--- src/rtl/axil_reg_master.sv ---
// AXI4-Lite master that runs one register access per command and returns data, response and a
// timeout flag on a valid/ready response port. All AXI and response outputs are registered.
module axil_reg_master #(
   parameter int unsigned DATA_WIDTH     = 32,
   parameter int unsigned ADDR_WIDTH     = 32,
   parameter int unsigned TIMEOUT_CYCLES = 1024
) (
   input  logic                    M_AXI_ACLK,
   input  logic                    M_AXI_ARESET,
   // command port
   input  logic                    cmd_valid,
   output logic                    cmd_ready,
   input  logic                    cmd_wr,
   input  logic [ADDR_WIDTH-1:0]   cmd_addr,
   input  logic [DATA_WIDTH-1:0]   cmd_wdata,
   input  logic [DATA_WIDTH/8-1:0] cmd_wstrb,
   // response port
   output logic                    rsp_valid,
   input  logic                    rsp_ready,
   output logic [DATA_WIDTH-1:0]   rsp_rdata,
   output logic [1:0]              rsp_resp,
   output logic                    rsp_timeout,
   // AXI4-Lite master
   output logic [ADDR_WIDTH-1:0]   M_AXI_AWADDR,
   output logic [2:0]              M_AXI_AWPROT,
   output logic                    M_AXI_AWVALID,
   input  logic                    M_AXI_AWREADY,
   output logic [DATA_WIDTH-1:0]   M_AXI_WDATA,
   output logic [DATA_WIDTH/8-1:0] M_AXI_WSTRB,
   output logic                    M_AXI_WVALID,
   input  logic                    M_AXI_WREADY,
   input  logic [1:0]              M_AXI_BRESP,
   input  logic                    M_AXI_BVALID,
   output logic                    M_AXI_BREADY,
   output logic [ADDR_WIDTH-1:0]   M_AXI_ARADDR,
   output logic [2:0]              M_AXI_ARPROT,
   output logic                    M_AXI_ARVALID,
   input  logic                    M_AXI_ARREADY,
   input  logic [DATA_WIDTH-1:0]   M_AXI_RDATA,
   input  logic [1:0]              M_AXI_RRESP,
   input  logic                    M_AXI_RVALID,
   output logic                    M_AXI_RREADY
);

   localparam int unsigned CntW = $clog2(TIMEOUT_CYCLES + 1);
   localparam logic [CntW-1:0] CntLast = CntW'(TIMEOUT_CYCLES - 1);

   typedef enum logic [2:0] {
      StIdle, StWr, StWrResp, StRdAddr, StRdData, StRsp
   } state_e;

   state_e          state_q;
   logic [CntW-1:0] cnt_q;
   logic            aw_hs, w_hs, b_hs, ar_hs, r_hs;
   logic            wr_done, active, expired, tmo_fire;

   assign M_AXI_AWPROT = 3'b000;
   assign M_AXI_ARPROT = 3'b000;

   assign aw_hs = M_AXI_AWVALID & M_AXI_AWREADY;
   assign w_hs  = M_AXI_WVALID & M_AXI_WREADY;
   assign b_hs  = M_AXI_BVALID & M_AXI_BREADY;
   assign ar_hs = M_AXI_ARVALID & M_AXI_ARREADY;
   assign r_hs  = M_AXI_RVALID & M_AXI_RREADY;

   // A valid that is already low in StWr means that channel has completed its handshake.
   assign wr_done = (~M_AXI_AWVALID | M_AXI_AWREADY) & (~M_AXI_WVALID | M_AXI_WREADY);

   assign active  = (state_q == StWr) | (state_q == StWrResp) |
                    (state_q == StRdAddr) | (state_q == StRdData);
   assign expired = (cnt_q == CntLast);

   // A handshake completing on the expiry edge takes priority over the abort.
   assign tmo_fire = expired & (((state_q == StWr) & ~wr_done) |
                                ((state_q == StWrResp) & ~b_hs) |
                                ((state_q == StRdAddr) & ~ar_hs) |
                                ((state_q == StRdData) & ~r_hs));

   always_ff @(posedge M_AXI_ACLK) begin
      if (M_AXI_ARESET) begin
         state_q       <= StIdle;
         cnt_q         <= '0;
         cmd_ready     <= 1'b1;
         rsp_valid     <= 1'b0;
         rsp_rdata     <= '0;
         rsp_resp      <= 2'b00;
         rsp_timeout   <= 1'b0;
         M_AXI_AWADDR  <= '0;
         M_AXI_AWVALID <= 1'b0;
         M_AXI_WDATA   <= '0;
         M_AXI_WSTRB   <= '0;
         M_AXI_WVALID  <= 1'b0;
         M_AXI_BREADY  <= 1'b0;
         M_AXI_ARADDR  <= '0;
         M_AXI_ARVALID <= 1'b0;
         M_AXI_RREADY  <= 1'b0;
      end else begin
         if (active) begin
            cnt_q <= cnt_q + 1'b1;
         end

         unique case (state_q)
            StIdle: begin
               if (cmd_valid) begin
                  cmd_ready <= 1'b0;
                  cnt_q     <= '0;
                  if (cmd_wr) begin
                     M_AXI_AWADDR  <= cmd_addr;
                     M_AXI_WDATA   <= cmd_wdata;
                     M_AXI_WSTRB   <= cmd_wstrb;
                     M_AXI_AWVALID <= 1'b1;
                     M_AXI_WVALID  <= 1'b1;
                     state_q       <= StWr;
                  end else begin
                     M_AXI_ARADDR  <= cmd_addr;
                     M_AXI_ARVALID <= 1'b1;
                     state_q       <= StRdAddr;
                  end
               end
            end
            StWr: begin
               if (aw_hs) begin
                  M_AXI_AWVALID <= 1'b0;
               end
               if (w_hs) begin
                  M_AXI_WVALID <= 1'b0;
               end
               if (wr_done) begin
                  M_AXI_BREADY <= 1'b1;
                  state_q      <= StWrResp;
               end
            end
            StWrResp: begin
               if (b_hs) begin
                  M_AXI_BREADY <= 1'b0;
                  rsp_rdata    <= '0;
                  rsp_resp     <= M_AXI_BRESP;
                  rsp_timeout  <= 1'b0;
                  rsp_valid    <= 1'b1;
                  state_q      <= StRsp;
               end
            end
            StRdAddr: begin
               if (ar_hs) begin
                  M_AXI_ARVALID <= 1'b0;
                  M_AXI_RREADY  <= 1'b1;
                  state_q       <= StRdData;
               end
            end
            StRdData: begin
               if (r_hs) begin
                  M_AXI_RREADY <= 1'b0;
                  rsp_rdata    <= M_AXI_RDATA;
                  rsp_resp     <= M_AXI_RRESP;
                  rsp_timeout  <= 1'b0;
                  rsp_valid    <= 1'b1;
                  state_q      <= StRsp;
               end
            end
            StRsp: begin
               if (rsp_ready) begin
                  rsp_valid <= 1'b0;
                  cmd_ready <= 1'b1;
                  state_q   <= StIdle;
               end
            end
            default: begin
               state_q <= StIdle;
            end
         endcase

         if (tmo_fire) begin
            M_AXI_AWVALID <= 1'b0;
            M_AXI_WVALID  <= 1'b0;
            M_AXI_BREADY  <= 1'b0;
            M_AXI_ARVALID <= 1'b0;
            M_AXI_RREADY  <= 1'b0;
            rsp_rdata     <= '0;
            rsp_resp      <= 2'b10;
            rsp_timeout   <= 1'b1;
            rsp_valid     <= 1'b1;
            state_q       <= StRsp;
         end
      end
   end

endmodule

--- config.mk ---
export PLATFORM = sky130hd
export DESIGN_NAME = axil_reg_master
export DESIGN_NICKNAME = d
export VERILOG_FILES = /design/src/rtl/axil_reg_master.sv
export SDC_FILE = /design/constraint.sdc
export NUM_CORES = 1
export LEC_CHECK = 0
export BUFFER_PORTS_ARGS = -buffer_cell sky130_fd_sc_hd__buf_4
export CAP_MARGIN = 20
export CORE_MARGIN = 5
export CORE_UTILIZATION = 47
export CTS_CLUSTER_DIAMETER = 30
export DETAILED_ROUTE_END_ITERATION = 8
export PLACE_DENSITY = 0.79
export SLEW_MARGIN = 30
export SYNTH_ARGS = -nofsm -noshare
export SYNTH_HDL_FRONTEND = slang
export SYNTH_SLANG_ARGS = --single-unit
--- constraint.sdc ---
create_clock -name M_AXI_ACLK -period 2.4 [get_ports M_AXI_ACLK]
set_input_delay 0.48 -clock M_AXI_ACLK [delete_from_list [all_inputs] [get_ports M_AXI_ACLK]]
set_output_delay 0.48 -clock M_AXI_ACLK [all_outputs]
set_load 0.01 [all_outputs]
==> results of run 1 <==
[cell families after synthesis]
group | Yosys count
AO/OA/AOI/OAI | 174
XOR/XNOR | 6
adder cells (fa/ha/maj) | 1
buffers and inverters | 65
flip-flops | 156
multiplexers | 5
other | 1
AND/OR/NAND/NOR | 305
[final cells by class]
class                      instances  area (µm²)  area share
tap                              172         215      0.0249
clock inverter                    13         165      0.0191
sequential                       156        3120       0.361
multi-input combinational        497        2560       0.296
inverter                           4        15.0     0.00174
timing repair buffer             271        2120       0.245
clock buffer                      19         453      0.0524
[synthesized netlist by cell type (all sizes together), types with 4 or more instances]
cell / instances
a22oi: 33
inv: 4
a21oi: 110
nand2: 213
buf: 30
a31oi: 6
xnor2: 4
nor2: 13
nor4: 4
clkbuf: 31
nand3: 4
nand2b: 5
o21ai: 4
dfxtp: 156
nor3: 41
[through the flow]
step | cells | power (mW) | setup slack [ps]
4_1_cts | 1132 | 7.57 | 335
5_1_grt | 1132 | 7.87 | 229
3_5_place_dp | 1100 | 4.80 | 399
6_report | 1132 | 7.51 | 344
2_1_floorplan | 718 | 4.02 | 637
3_3_place_gp | 1100 | 4.77 | 446
[layer usage]
metal | GRT usage | share of wire | wire length, µm
met1 | 0.259 | 0.40 | 6930
met4 | 0.0945 | 0.027 | 470
met3 | 0.0696 | 0.082 | 1430
met2 | 0.370 | 0.49 | 8590
met5 | 0 | 0 | 0
[sequential cells by signal, summed over array words and instances, names as in the netlist]
name           count
rsp_timeout        1
rsp_rdata         32
M_AXI_AWVALID      1
M_AXI_WDATA       32
cmd_ready          1
M_AXI_WSTRB        4
M_AXI_ARADDR      32
rsp_valid          1
M_AXI_BREADY       1
M_AXI_RREADY       1
M_AXI_AWADDR      32
M_AXI_ARVALID      1
M_AXI_WVALID       1
rsp_resp           2
state_q            3
cnt_q             11
[worst max-delay path: cells and delay by family (launching register included)]
kind            cells  cell delay (ps)
simple gates        1              290
flops               1              650
buf+inv             1              200
compound gates      3              800
[how the worst max path moves through the flow]
| stage | from | to | depth (start not counted) |
|---|---|---|---|
| 2_1_floorplan | cnt_q[0]$_SDFF_PP0_ | M_AXI_ARVALID$_SDFFE_PP0P_ | 7 |
| 3_3_place_gp | state_q[1]$_SDFFE_PP0P_ | cnt_q[9]$_SDFF_PP0_ | 4 |
| 3_5_place_dp | state_q[2]$_SDFFE_PP0P_ | M_AXI_AWVALID$_SDFFE_PP0P_ | 5 |
| 4_1_cts | state_q[2]$_SDFFE_PP0P_ | M_AXI_AWVALID$_SDFFE_PP0P_ | 5 |
| 5_1_grt | state_q[2]$_SDFFE_PP0P_ | M_AXI_AWVALID$_SDFFE_PP0P_ | 5 |
| 6_report | state_q[2]$_SDFFE_PP0P_ | M_AXI_AWVALID$_SDFFE_PP0P_ | 5 |
[power by group through the flow]
stage,registers [mW],logic (mW),clock network [mW]
after detailed placement,3.10,1.70,0
after CTS,3.05,1.72,2.81
final,3.04,1.70,2.77
after global placement,3.09,1.68,0
after global routing,3.08,1.86,2.93
after floorplan,3.13,0.898,0
==> summary.md, run 1 <==
| Metric | Value |
|---|---|
| Via count | 5746 |
| Period minus WS final | 2060 ps |
| Synth-to-Final Area Change | 44.7% |
| Crit path max-delay cell type | dfxtp_1 |
| Post-synthesis compound-gate area fraction | 0.177 |
| Crit-path max FO | 38 |
| Max cap viols | 0 |
| Worst EP arrival | 2380 ps |
| Post-synth top area cell | dfxtp_1 |
| Synth Cell Area | 5980 µm² |
| Number of flops mapped to enable cells by yosys | 0 |
| Setup Skew | 5.03 ps |
| Ratio of final minimum period to clock period | 0.857 |
| Skew-Pair Late Insertion Delay | 420 ps |
| Sequential power share | 0.405 |
| Final Hold Viols | 0 |
| Clock Pin Slew Worst Setup and Hold Paths | 60 ps |
| Yosys warns | 0 |
| RSZ-0062 raised after global routing | no |
| Post-CTS Resized | 0 |
| Most frequent cells in the layout | buf_4, nand2_1, dfxtp_1 |
| Sw Ratio | 0.291 |
| Die area | 15100 µm² |
| DRC viols | 0 |
| Antenna violations before repair | 0 |
| Largest family of logic cells by synthesized area | simple AND/OR/NAND/NOR gates |
| IO buf count | 255 |
| Post-DP Area | 8030 µm² |
| Synth Area in Adders | 0.00209 |
| Wire per inst | 15.4 µm |
| Clock buffer count from CTS | 17 |
| CTS sink cnt | 156 |
| # hold bufs at CTS | 0 |
| Vias in the first global route | 5239 |
| Post-Route WL | 17.4 mm |
| Clock power frac | 0.368 |
| Post-CTS Setup Inserts | 0 |
| Core region area | 12500 µm² |
| Internal | 5.33 mW |
| GPL Wtd Cong | 0.816 |
| Post-Synthesis Cells | 713 |
| Main synth FF type | dfxtp_1 |
| Io pins | 262 |
| Reg2reg setup slack | 340 ps |
| Mean Syn Cell Area | 8.38 µm² |
| Worst-Margin Slew | 764 ps |
| Final Core Density | 0.691 |
| # rows | 41 |
| Grt total ovfl | 0 |
| Layout cells sized above 1 | 0.338 |
| Fmax | 486 MHz |
| Dpl hpwl | 12.3 mm |
| H-tree depth | 4 |
| Starting DRC count in detailed routing | 456 |
| Hold worst-path end | M_AXI_AWVALID$_SDFFE_PP0P_ |
| Post-synthesis simple-gate area fraction | 0.225 |
| Final ANT Viol Nets | 0 |
| Largest net degree at the start of global routing | 92 |
| Clock root buffer | clkbuf_16 |
| Chip width | 123 µm |
| Hold slack | 249 ps |
| Status | completed |
| Multiplexer area fraction after synthesis | 0.00900 |
| TritonCTS clock tree | yes |
| Top cells by area, synth | dfxtp_1, nand2_1, a21oi_1 |
| Post-Synth XOR/XNOR Area | 0.00879 |
| Final setup fails | 0 |
| First-pass GRT wire length | 26.3 mm |
| Die Ht | 123 µm |
| Filler cells | 1045 |
| Reg2reg end | M_AXI_AWVALID$_SDFFE_PP0P_ |
| Hold path cells | 2 |
| Reg-to-reg critical path startpoint | state_q[2]$_SDFFE_PP0P_ |
| Sum of negative setup slack | 0 ps |
| Share of the synthesized area in the top cell type | 0.523 |
| Nets@finish | 1062 |
| Worst hold path type | in -> reg |
| CP max stage delay | 650 ps |
| Maximum VDD drop | 677 µV |
| Starting Density | 0.477 |
| Antenna cells | 0 |
| Reg2Reg Depth | 5 |
| Worst Path Required | 2720 ps |
| Total Routing Usage GR | 0.220 |
| Net Switching | 2.18 mW |
| Sequential share of the synthesized area | 0.523 |
| Worst hold start | M_AXI_AWREADY |
| Worst slew margin | 0.487 |
| Pre-Repair DR Iteration Count | 7 |
| Final Max Tran Viols | 0 |
| Register bit total from synthesis | 156 |
| Worst-path cell chain | and3b_1 -> a22oi_2 -> a31oi_2 -> buf_12 -> a2111oi_2 |
| Finished Cell Area | 8650 µm² |
| P_leak | 3.60 nW |
| Pwr per Cell Area | 868 nW/µm² |
| Deepest clock path buffer count | 2 |
| Crit end category | flop |
| Asr flop ratio synth | 0 |
| Most common cell after layout, fill and taps aside | buf_4 |
| Startpoint types | flop |
| Comb power frac | 0.226 |
| Routed vias/inst | 5.08 |
| CP Class | reg -> reg |
| Yosys cell types | 61 |
Note: power is estimated with default switching activity, not from simulation.
==> run 2, diff against run 1 <==
--- a/config.mk
+++ b/config.mk
@@ -9,2 +9,3 @@
 export CAP_MARGIN = 20
+export CORE_ASPECT_RATIO = 1.5
 export CORE_MARGIN = 5
==> constraint.sdc (replaced) <==
create_clock -name M_AXI_ACLK -period 2.4 [get_ports M_AXI_ACLK]
set_input_delay 0.36 -clock M_AXI_ACLK [delete_from_list [all_inputs] [get_ports M_AXI_ACLK]]
set_output_delay 0.36 -clock M_AXI_ACLK [all_outputs]
set_load 0.01 [all_outputs]
==> summary.md, run 2 (synthesis gave the netlist of run 1 again) <==
| Metric | Value |
|---|---|
| Multi-input combinational cell area | 2560 µm² (+0.34%) |
| Pwr per Cell Area | 876 nW/µm² (+0.84%) |
| Max cap viols | 0 (unchanged) |
| Skew-Pair Late Insertion Delay | 410 ps (about the same) |
| Register area | 3120 µm² (unchanged) |
| Total Routing Usage GR | 0.231 (+0.0109) |
| # hold bufs at CTS | 0 (unchanged) |
| Crit path max-delay cell type | dfxtp_1 |
| TritonCTS clock tree | yes |
| DRC viols | 0 (unchanged) |
| Post-CTS Resized | 0 (unchanged) |
| Final Hold Viols | 0 (unchanged) |
| Startpoint types | flop |
| Maximum VDD drop | 491 µV (-27%) |
| CP delay by family, top | buffers and inverters |
| Starting DRC count in detailed routing | 284 (-38%) |
| CP Class | reg -> reg |
| Antenna violations before repair | 0 (unchanged) |
| Filler cells | 1043 (-0.19%) |
| Clock buffer count from CTS | 17 (unchanged) |
| Worst hold path type | in -> reg |
| Finished Cell Area | 8580 µm² (-0.78%) |
| Final Max Tran Viols | 0 (unchanged) |
| Clock Pin Slew Worst Setup and Hold Paths | 60 ps (about the same) |
| Setup Skew | 10.8 ps (+5.76 ps) |
| P_leak | 3.59 nW (-0.38%) |
| Post-Route WL | 17.8 mm (+2.4%) |
| Die area | 15100 µm² (+0.31%) |
| Final setup fails | 0 (unchanged) |
| Crit-path max FO | 68 (+79%) |
| Ratio of final minimum period to clock period | 0.864 (+0.00756) |
| RSZ-0062 raised after global routing | no |
| Deepest clock path buffer count | 2 (unchanged) |
| Chip width | 102 µm (-17%) |
| Wire per inst | 16.0 µm (+4.3%) |
| Die Ht | 148 µm (+21%) |
| Worst-path cell chain | buf_4 -> nor4b_4 -> nand2_2 -> buf_4 -> nand2_1 -> a21oi_1 |
| Worst-Margin Slew | 751 ps (-12.2 ps) |
| Io pins | 262 (unchanged) |
| CP max stage delay | 660 ps (about the same) |
| Status | completed |
| Clock root buffer | clkbuf_16 |
| Sum of negative setup slack | 0 ps (unchanged) |
| Post-DP Area | 7960 µm² (-0.84%) |
| Routed vias/inst | 5.21 (+2.6%) |
| # rows | 50 (+22%) |
| Core region area | 12500 µm² (about the same) |
| Worst EP arrival | 2410 ps (+30 ps) |
| Vias in the first global route | 5404 (+3.1%) |
| Via count | 5784 (+0.66%) |
| Final ANT Viol Nets | 0 (unchanged) |
| Fmax | 482 MHz (-0.87%) |
| Grt total ovfl | 0 (unchanged) |
| Buffers & Inverters on Critical Path | 2 (+1) |
| Nets@finish | 1059 (-0.28%) |
| Dpl hpwl | 12.6 mm (+2.5%) |
| Synth-to-Final Area Change | 43.6% |
| First-pass GRT wire length | 27.7 mm (+5.2%) |
| Most frequent cells in the layout | buf_4, nand2_1, dfxtp_1 |
| Worst slew margin | 0.495 (+0.00821) |
| Most common cell after layout, fill and taps aside | buf_4 |
| Layout cells sized above 1 | 0.333 (-0.00452) |
| Largest net degree at the start of global routing | 112 (+22%) |
| IO buf count | 255 (unchanged) |
| CP dominant cell by count | buf_4 |
| Pre-Repair DR Iteration Count | 5 (-2) |
| CTS sink cnt | 156 (unchanged) |
| Crit end category | flop |
| Worst Path Required | 2730 ps (about the same) |
| Post-CTS Setup Inserts | 0 (unchanged) |
| Period minus WS final | 2070 ps (+18.1 ps) |
| Final Core Density | 0.686 (-0.00512) |
| GPL Wtd Cong | 0.850 (+4.1%) |
| Starting Density | 0.478 (about the same) |
| Antenna cells | 0 (unchanged) |
| H-tree depth | 4 (unchanged) |
-- run 2: changes by cell type in the layout (fill, tap and decap cells not counted) --
cell / change
buf_6: +1
clkinvlp_4: -4
clkbuf_1: +1
clkinv_4: -1
a31oi_4: +1
bufinv_16: +1
a31oi_2: -1
clkinv_2: +1
buf_4: -1
buf_12: -3
-- run 2: final timing paths --
path	start	to	slack [ps]	depth (start not counted)
worst max register to register	state_q[0]$_SDFFE_PP0P_	M_AXI_WDATA[9]$_SDFFE_PP0P_	330	6
worst max-delay path	state_q[0]$_SDFFE_PP0P_	M_AXI_WDATA[9]$_SDFFE_PP0P_	330	6
worst min register to register	M_AXI_WSTRB[3]$_SDFFE_PP0P_	M_AXI_WSTRB[3]$_SDFFE_PP0P_	450	2
worst min-delay path	M_AXI_AWREADY	M_AXI_AWVALID$_SDFFE_PP0P_	150	2
-- run 2: stage by stage --
stage | std cells | hold slack, ps | power, mW | worst slack [ps]
CTS | 1111 | 136 | 7.58 | 330
detailed placement | 1081 | 447 | 4.77 | 372
global route | 1111 | 149 | 7.90 | 91.8
global placement | 1080 | 442 | 4.75 | 393
finish | 1111 | 151 | 7.52 | 326
floorplan | 718 | 454 | 4.02 | 637
-- run 2: where the power goes --
| part | leakage [nW] | total, mW | internal [mW] | switching, mW |
|---|---|---|---|---|
| registers | 1.27 | 3.02 | 2.84 | 0.188 |
| logic | 2.02 | 1.68 | 0.763 | 0.917 |
| clock network | 0.306 | 2.81 | 1.79 | 1.02 |
| total | 3.59 | 7.52 | 5.39 | 2.13 |
-- run 2: routing by layer --
layer  GRT usage  vias up  part of all wire
li1            -     2880                 -
met1       0.261     2658              0.36
met2       0.402      212              0.54
met3      0.0680       34             0.071
met4      0.0952        0             0.033
met5           0        -                 0
-- run 2: layout make-up --
cell class | count | area share
Timing Repair Buffer | 268 | 0.241
Clock buffer | 20 | 0.0532
Clock inverter | 10 | 0.0188
Multi-Input combinational cell | 497 | 0.299
Sequential cell | 156 | 0.364
Inverter | 4 | 0.00175
Tap cell | 156 | 0.0227
